File: src/rtl/step_counter_display.sv
// Step/limit/mode counter paced by a clock-enable prescaler, with a sequential
// shift-add-3 binary-to-BCD converter driving active-low seven-segment digits.
module step_counter_display #(
    parameter int unsigned WIDTH     = 8,
    parameter int unsigned DIGITS    = 3,
    parameter int unsigned DIV       = 33554432,
    parameter int unsigned RST_LIMIT = 150
) (
    input  logic                clk,
    input  logic                reset,
    input  logic                en,
    input  logic                up,
    input  logic [1:0]          mode,
    input  logic [WIDTH-1:0]    step,
    input  logic [WIDTH-1:0]    limit,
    input  logic                load,
    input  logic [WIDTH-1:0]    load_value,
    output logic                tick,
    output logic [WIDTH-1:0]    count,
    output logic                boundary,
    output logic                busy,
    output logic [4*DIGITS-1:0] bcd,
    output logic [7*DIGITS-1:0] seg
);

    localparam longint unsigned MAX_BIN = (64'd1 << WIDTH) - 64'd1;
    localparam longint unsigned MAX_DEC = (64'd10 ** DIGITS) - 64'd1;
    localparam int unsigned     DW      = (DIV > 1) ? $clog2(DIV) : 1;
    localparam int unsigned     BW      = $clog2(WIDTH + 1);
    localparam logic [DW-1:0]   DIV_LAST = DW'(DIV - 1);

    generate
        if (MAX_BIN > MAX_DEC) begin : g_width_check
            $error("WIDTH too large for DIGITS decimal digits");
        end
        if (DIV < 1) begin : g_div_check
            $error("DIV must be at least 1");
        end
        if (RST_LIMIT > MAX_BIN) begin : g_limit_check
            $error("RST_LIMIT does not fit in WIDTH bits");
        end
    endgenerate

    typedef enum logic [1:0] {WRAP = 2'd0, SAT = 2'd1, BOUNCE = 2'd2, ONESHOT = 2'd3} mode_t;
    typedef enum logic {CONV_IDLE, CONV_RUN} conv_t;

    function automatic logic [6:0] seg7(input logic [3:0] v);
        case (v)
            4'd0:    seg7 = 7'b1000000;
            4'd1:    seg7 = 7'b1111001;
            4'd2:    seg7 = 7'b0100100;
            4'd3:    seg7 = 7'b0110000;
            4'd4:    seg7 = 7'b0011001;
            4'd5:    seg7 = 7'b0010010;
            4'd6:    seg7 = 7'b0000010;
            4'd7:    seg7 = 7'b1111000;
            4'd8:    seg7 = 7'b0000000;
            4'd9:    seg7 = 7'b0010000;
            default: seg7 = 7'b1111111;
        endcase
    endfunction

    mode_t               m;
    conv_t               conv_st;
    logic [DW-1:0]       div_cnt;
    logic                armed, dir, done, pend;
    logic [WIDTH:0]      sum;
    logic [WIDTH-1:0]    step_cl, count_nxt;
    logic                d, dir_nxt, done_nxt, bnd_nxt, chg, last, start;
    logic [WIDTH-1:0]    bin;
    logic [4*DIGITS-1:0] work, adj, shifted;
    logic [7*DIGITS-1:0] seg_new;
    logic [BW-1:0]       bits;

    assign m    = mode_t'(mode);
    // armed keeps tick low through reset even when DIV=1 makes the match constant
    assign tick = en & armed & (div_cnt == DIV_LAST);
    assign busy = (conv_st == CONV_RUN);

    always_ff @(posedge clk or negedge reset) begin
        if (!reset) begin
            div_cnt <= '0;
            armed   <= 1'b0;
        end else begin
            armed <= 1'b1;
            if (load)
                div_cnt <= '0;
            else if (en)
                div_cnt <= (div_cnt == DIV_LAST) ? '0 : div_cnt + 1'b1;
        end
    end

    always_comb begin
        step_cl   = (step > limit) ? limit : step;
        sum       = {1'b0, count} + {1'b0, step};
        d         = (m == BOUNCE) ? dir : up;
        count_nxt = count;
        dir_nxt   = dir;
        done_nxt  = done;
        bnd_nxt   = 1'b0;
        if (load) begin
            count_nxt = (load_value > limit) ? limit : load_value;
            dir_nxt   = 1'b1;
            done_nxt  = 1'b0;
        end else if (tick && !done) begin
            if (d) begin
                if (count < limit) begin
                    count_nxt = (sum > {1'b0, limit}) ? limit : sum[WIDTH-1:0];
                end else begin
                    bnd_nxt = 1'b1;
                    case (m)
                        WRAP:    count_nxt = '0;
                        BOUNCE:  begin dir_nxt = 1'b0; count_nxt = limit - step_cl; end
                        ONESHOT: done_nxt = 1'b1;
                        default: ;
                    endcase
                end
            end else begin
                if (count != '0) begin
                    count_nxt = (count >= step) ? count - step : '0;
                end else begin
                    bnd_nxt = 1'b1;
                    case (m)
                        WRAP:    count_nxt = limit;
                        BOUNCE:  begin dir_nxt = 1'b1; count_nxt = step_cl; end
                        ONESHOT: done_nxt = 1'b1;
                        default: ;
                    endcase
                end
            end
        end
    end

    always_ff @(posedge clk or negedge reset) begin
        if (!reset) begin
            count    <= '0;
            dir      <= 1'b1;
            done     <= 1'b0;
            boundary <= 1'b0;
        end else begin
            count    <= count_nxt;
            dir      <= dir_nxt;
            done     <= done_nxt;
            boundary <= bnd_nxt;
        end
    end

    always_comb begin
        adj = work;
        for (int unsigned i = 0; i < DIGITS; i++) begin
            if (work[4*i +: 4] >= 4'd5)
                adj[4*i +: 4] = work[4*i +: 4] + 4'd3;
        end
        shifted = {adj[4*DIGITS-2:0], bin[WIDTH-1]};
        seg_new = '1;
        for (int unsigned i = 0; i < DIGITS; i++)
            seg_new[7*i +: 7] = seg7(shifted[4*i +: 4]);
        chg   = (count_nxt != count);
        last  = (conv_st == CONV_RUN) && (bits == BW'(1));
        start = pend && ((conv_st == CONV_IDLE) || last);
    end

    // pend starts set so the count is converted once after reset release
    always_ff @(posedge clk or negedge reset) begin
        if (!reset) begin
            conv_st <= CONV_IDLE;
            pend    <= 1'b1;
            bin     <= '0;
            work    <= '0;
            bits    <= '0;
            bcd     <= '0;
            seg     <= {DIGITS{7'b1000000}};
        end else begin
            pend <= chg | (pend & ~start);
            case (conv_st)
                CONV_IDLE: begin
                    if (pend) begin
                        bin     <= count;
                        work    <= '0;
                        bits    <= BW'(WIDTH);
                        conv_st <= CONV_RUN;
                    end
                end
                CONV_RUN: begin
                    work <= shifted;
                    bin  <= bin << 1;
                    bits <= bits - 1'b1;
                    if (last) begin
                        bcd <= shifted;
                        seg <= seg_new;
                        if (pend) begin
                            bin  <= count;
                            work <= '0;
                            bits <= BW'(WIDTH);
                        end else begin
                            conv_st <= CONV_IDLE;
                        end
                    end
                end
                default: conv_st <= CONV_IDLE;
            endcase
        end
    end

endmodule

File: config.mk
export PLATFORM = sky130hd
export DESIGN_NAME = step_counter_display
export DESIGN_NICKNAME = d
export VERILOG_FILES = /design/src/rtl/step_counter_display.sv
export SDC_FILE = /design/constraint.sdc
export NUM_CORES = 1
export LEC_CHECK = 0
export ABC_AREA = 1
export BUFFER_PORTS_ARGS = -buffer_cell sky130_fd_sc_hd__buf_2
export CAP_MARGIN = 20
export CORE_MARGIN = 2
export CORE_UTILIZATION = 60
export DETAILED_ROUTE_END_ITERATION = 8
export PLACE_DENSITY = 0.81
export SLEW_MARGIN = 5
export SYNTH_ARGS = -nofsm -noshare
export SYNTH_HDL_FRONTEND = slang
export SYNTH_SLANG_ARGS = --single-unit
File: constraint.sdc
create_clock -name clk -period 3.6 [get_ports clk]
set_input_delay 0.36 -clock clk [delete_from_list [all_inputs] [get_ports clk]]
set_output_delay 0.36 -clock clk [all_outputs]
set_load 0.01 [all_outputs]
==> impl_metrics.tcl <==
set metrics [dict create \
    ant_nets 0 \
    min_period_over_period_pct 94.00 \
    routabilityCongestion 1.015 \
    vias 7622 \
    cts_max_level 3 \
    finalWorstSetupSlack_ns 0.2159 \
    finClkSkew_ns 0.007330 \
    syn-num-nets 1178 \
    synth-main-ff-cell "dfrtp_1" \
    status "finished, final reports clean" \
    hold_path.class "input port to asynchronous set/reset pin" \
    cts_tree "done" \
    fin_setup_tns_ns 0 \
    grt_pass1_vias 7337 \
    drt_iter0_markers 797 \
    maxSlewHeadroom_pct 34.39 \
    power_leakage_nw 4.631 \
    p_comb_share_pct 37.9 \
    syn-cell-area_mm2 0.007775 \
    reg2reg_to "pend" \
    diodes 0 \
    ir_worst_vdd_uv 185.5 \
    nets 1287 \
    crit_arrival_ns 3.67 \
    final_cell_mix "229 x nand2_1, 153 x inv_1, 102 x nand3_1, 91 x dfrtp_1, 77 x a21oi_1" \
    cts.sinks 96 \
    start_util_pct 61.61 \
    clock-root-buffer "clkbuf_16" \
    period_minus_slack_ns 3.384 \
    syn_avg_cell_area_um2 7.300 \
    final_common_cell "nand2_1" \
    cap_violations 0 \
    io_buffers 74 \
    numCtsBuffers 9 \
    core-area_mm2 0.01262 \
    track_usage_pct 31.89 \
    io_pins 75 \
    switching_share_pct 36.92 \
    dp_cells 1330 \
    die_area_mm2 0.01389 \
    dieHeight_um 117.8 \
    drv_slew 0 \
    final_layout_size_suffix_gt1_share_pct 17.56 \
    ys_types 57 \
    ff2ff_setup_slack_ns 0.22 \
    grt_max_degree 80 \
    row_count 41 \
    synth-seq-cells 96 \
    start_kind "flip-flop" \
    final_cells 1351 \
    dp_hpwl_mm 16.54 \
    postSynthCellCount 1065 \
    clockPowerShare_pct 27.5 \
    seq_power_share_pct 34.5 \
    power_density_mw_per_mm2 437.0 \
    cts.hold.buffers_added 0 \
    tightest_slew_ns 0.9842 \
    via_per_inst 5.642 \
    hold_viol_final 0 \
    post-place-ws_ns 0.01529 \
    critPathRequiredTime_ns 3.88 \
    setup_viol 0 \
    async_flop_share_pct 100.0 \
    crit_fanout 9 \
    worstSetupPathType "flip-flop to flip-flop" \
    grt_overflow_total 0 \
    clkLatencyLatePin_ns 0.36 \
    endpoint_kind "flip-flop" \
    reg2regPathDepth 26 \
    ys_seq_area_share_pct 30.98 \
    synth_warnings 0 \
    power_mw 3.943 \
    p_sw_mw 1.456 \
    clk_pin_slew_worst_paths_ns 0.07 \
    r2r_start "count[0]" \
    drt_wl_total_mm 21.58 \
    synth-edff-count 0 \
    drc 0 \
    antenna_found_initial 0 \
    clk_path_buf_depth 2 \
    max_freq_mhz 295.5 \
    grt_pass1_wl_mm 35.46 \
    wl_per_cell_um 15.97 \
    die_x_um 117.8 \
    internal-power_mw 2.487 \
    syn2layout_area_growth_pct 16.04 \
    firstDrtPassIters 8 \
]
==> area by class of cell <==
class                   instances  area (um2)
repair buffers                122       740.7
fillers                      1085        3597
clock buffers                   9       225.2
well taps                     172       215.2
flip-flops and latches         96        2409
multi-input cells             775        4681
clock inverters                 7       108.9
inverters                     170       643.1
==> registers in the layout, summed over array words and instances, names as in the netlist <==
name      cells
dir           1
count         8
boundary      1
bits          4
bin           8
done          1
bcd          12
div_cnt      25
pend          1
work         12
busy          1
armed         1
seg          21
==> cells in the mapped netlist (11+ instances only) <==
cell | count | area share (%)
o21ai_0 | 48 | 3.1
inv_2 | 11 | 0.53
dfrtp_1 | 91 | 29
clkbuf_1 | 15 | 0.72
nand3_1 | 102 | 6.6
xor2_1 | 13 | 1.5
nor2_1 | 66 | 3.2
a21oi_1 | 78 | 5.0
nand4_1 | 16 | 1.3
nand2_1 | 230 | 11
inv_1 | 153 | 7.4
ha_1 | 79 | 13
o22ai_1 | 16 | 1.3
==> cell families after synthesis <==
family / synth area share (%)
buf+inv: 9.913
compound gates: 15.87
fa+ha+maj: 13.49
simple gates: 27.90
xor+xnor: 1.802
flops: 30.98
other cells: 0.04823
==> critical path, stage by stage, from the launching register on <==
cell     delay, ns
dfrtp_1       0.44
ha_4          0.20
fa_2          0.35
nand3_1       0.12
nand2_2       0.11
a21oi_4       0.20
xor2_2        0.19
inv_1         0.06
ha_1          0.29
nand2_1       0.07
inv_1         0.05
nand2_1       0.05
nand2_1       0.04
nand2_1       0.05
nand2_1       0.08
nand2_4       0.12
nand2_4       0.10
a21oi_2       0.13
o21ai_1       0.09
nand2_1       0.08
nand2_1       0.04
nand2_1       0.07
nand2_1       0.10
nand2_1       0.10
nand2_1       0.06
nand2_1       0.06
nand3_1       0.07
==> power by group through the flow <==
| stage | registers (mW) | logic (mW) | clock network (mW) |
|---|---|---|---|
| final | 1.36 | 1.50 | 1.09 |
| after global routing | 1.38 | 1.65 | 1.15 |
| after CTS | 1.36 | 1.43 | 1.09 |
| after detailed placement | 1.38 | 1.42 | 0 |
| after global placement | 1.37 | 1.40 | 0 |
| after floorplan | 1.46 | 0.813 | 0 |
==> layer usage <==
layer / up-vias / GRT usage (%) / share of wire, %
met5: - / 0 / 0
li1: 3749 / - / -
met4: 0 / 14.38 / 3.6
met1: 3531 / 41.36 / 43
met3: 52 / 5.620 / 6.6
met2: 290 / 52.07 / 47
==> worst max-delay path by stage <==
stage | start | to | cells after the start
floorplan | limit[1] | pend | 30
global placement | limit[5] | pend | 29
detailed placement | limit[5] | pend | 29
CTS | count[0] | pend | 26
global route | limit[5] | pend | 29
finish | count[0] | pend | 26
==> what timing repair did <==
action	in CTS	in global routing
endpoints found under the hold margin	0	0
gates resized for setup	0	15
buffers inserted	0	4
endpoints found under the setup margin	0	4
==> stage by stage <==
stage / instance area, um2 / util [%] / hold WS, ns
floorplan: 7775 / - / 0.06441
global placement: 8562 / 67.85 / 0.4577
detailed placement: 8562 / 67.85 / 0.4606
CTS: 8896 / 70.49 / 0.2028
global route: 9022 / 71.50 / 0.2530
finish: 9022 / 71.50 / 0.1431
No activity file was read; power rests on OpenSTA's default activity.
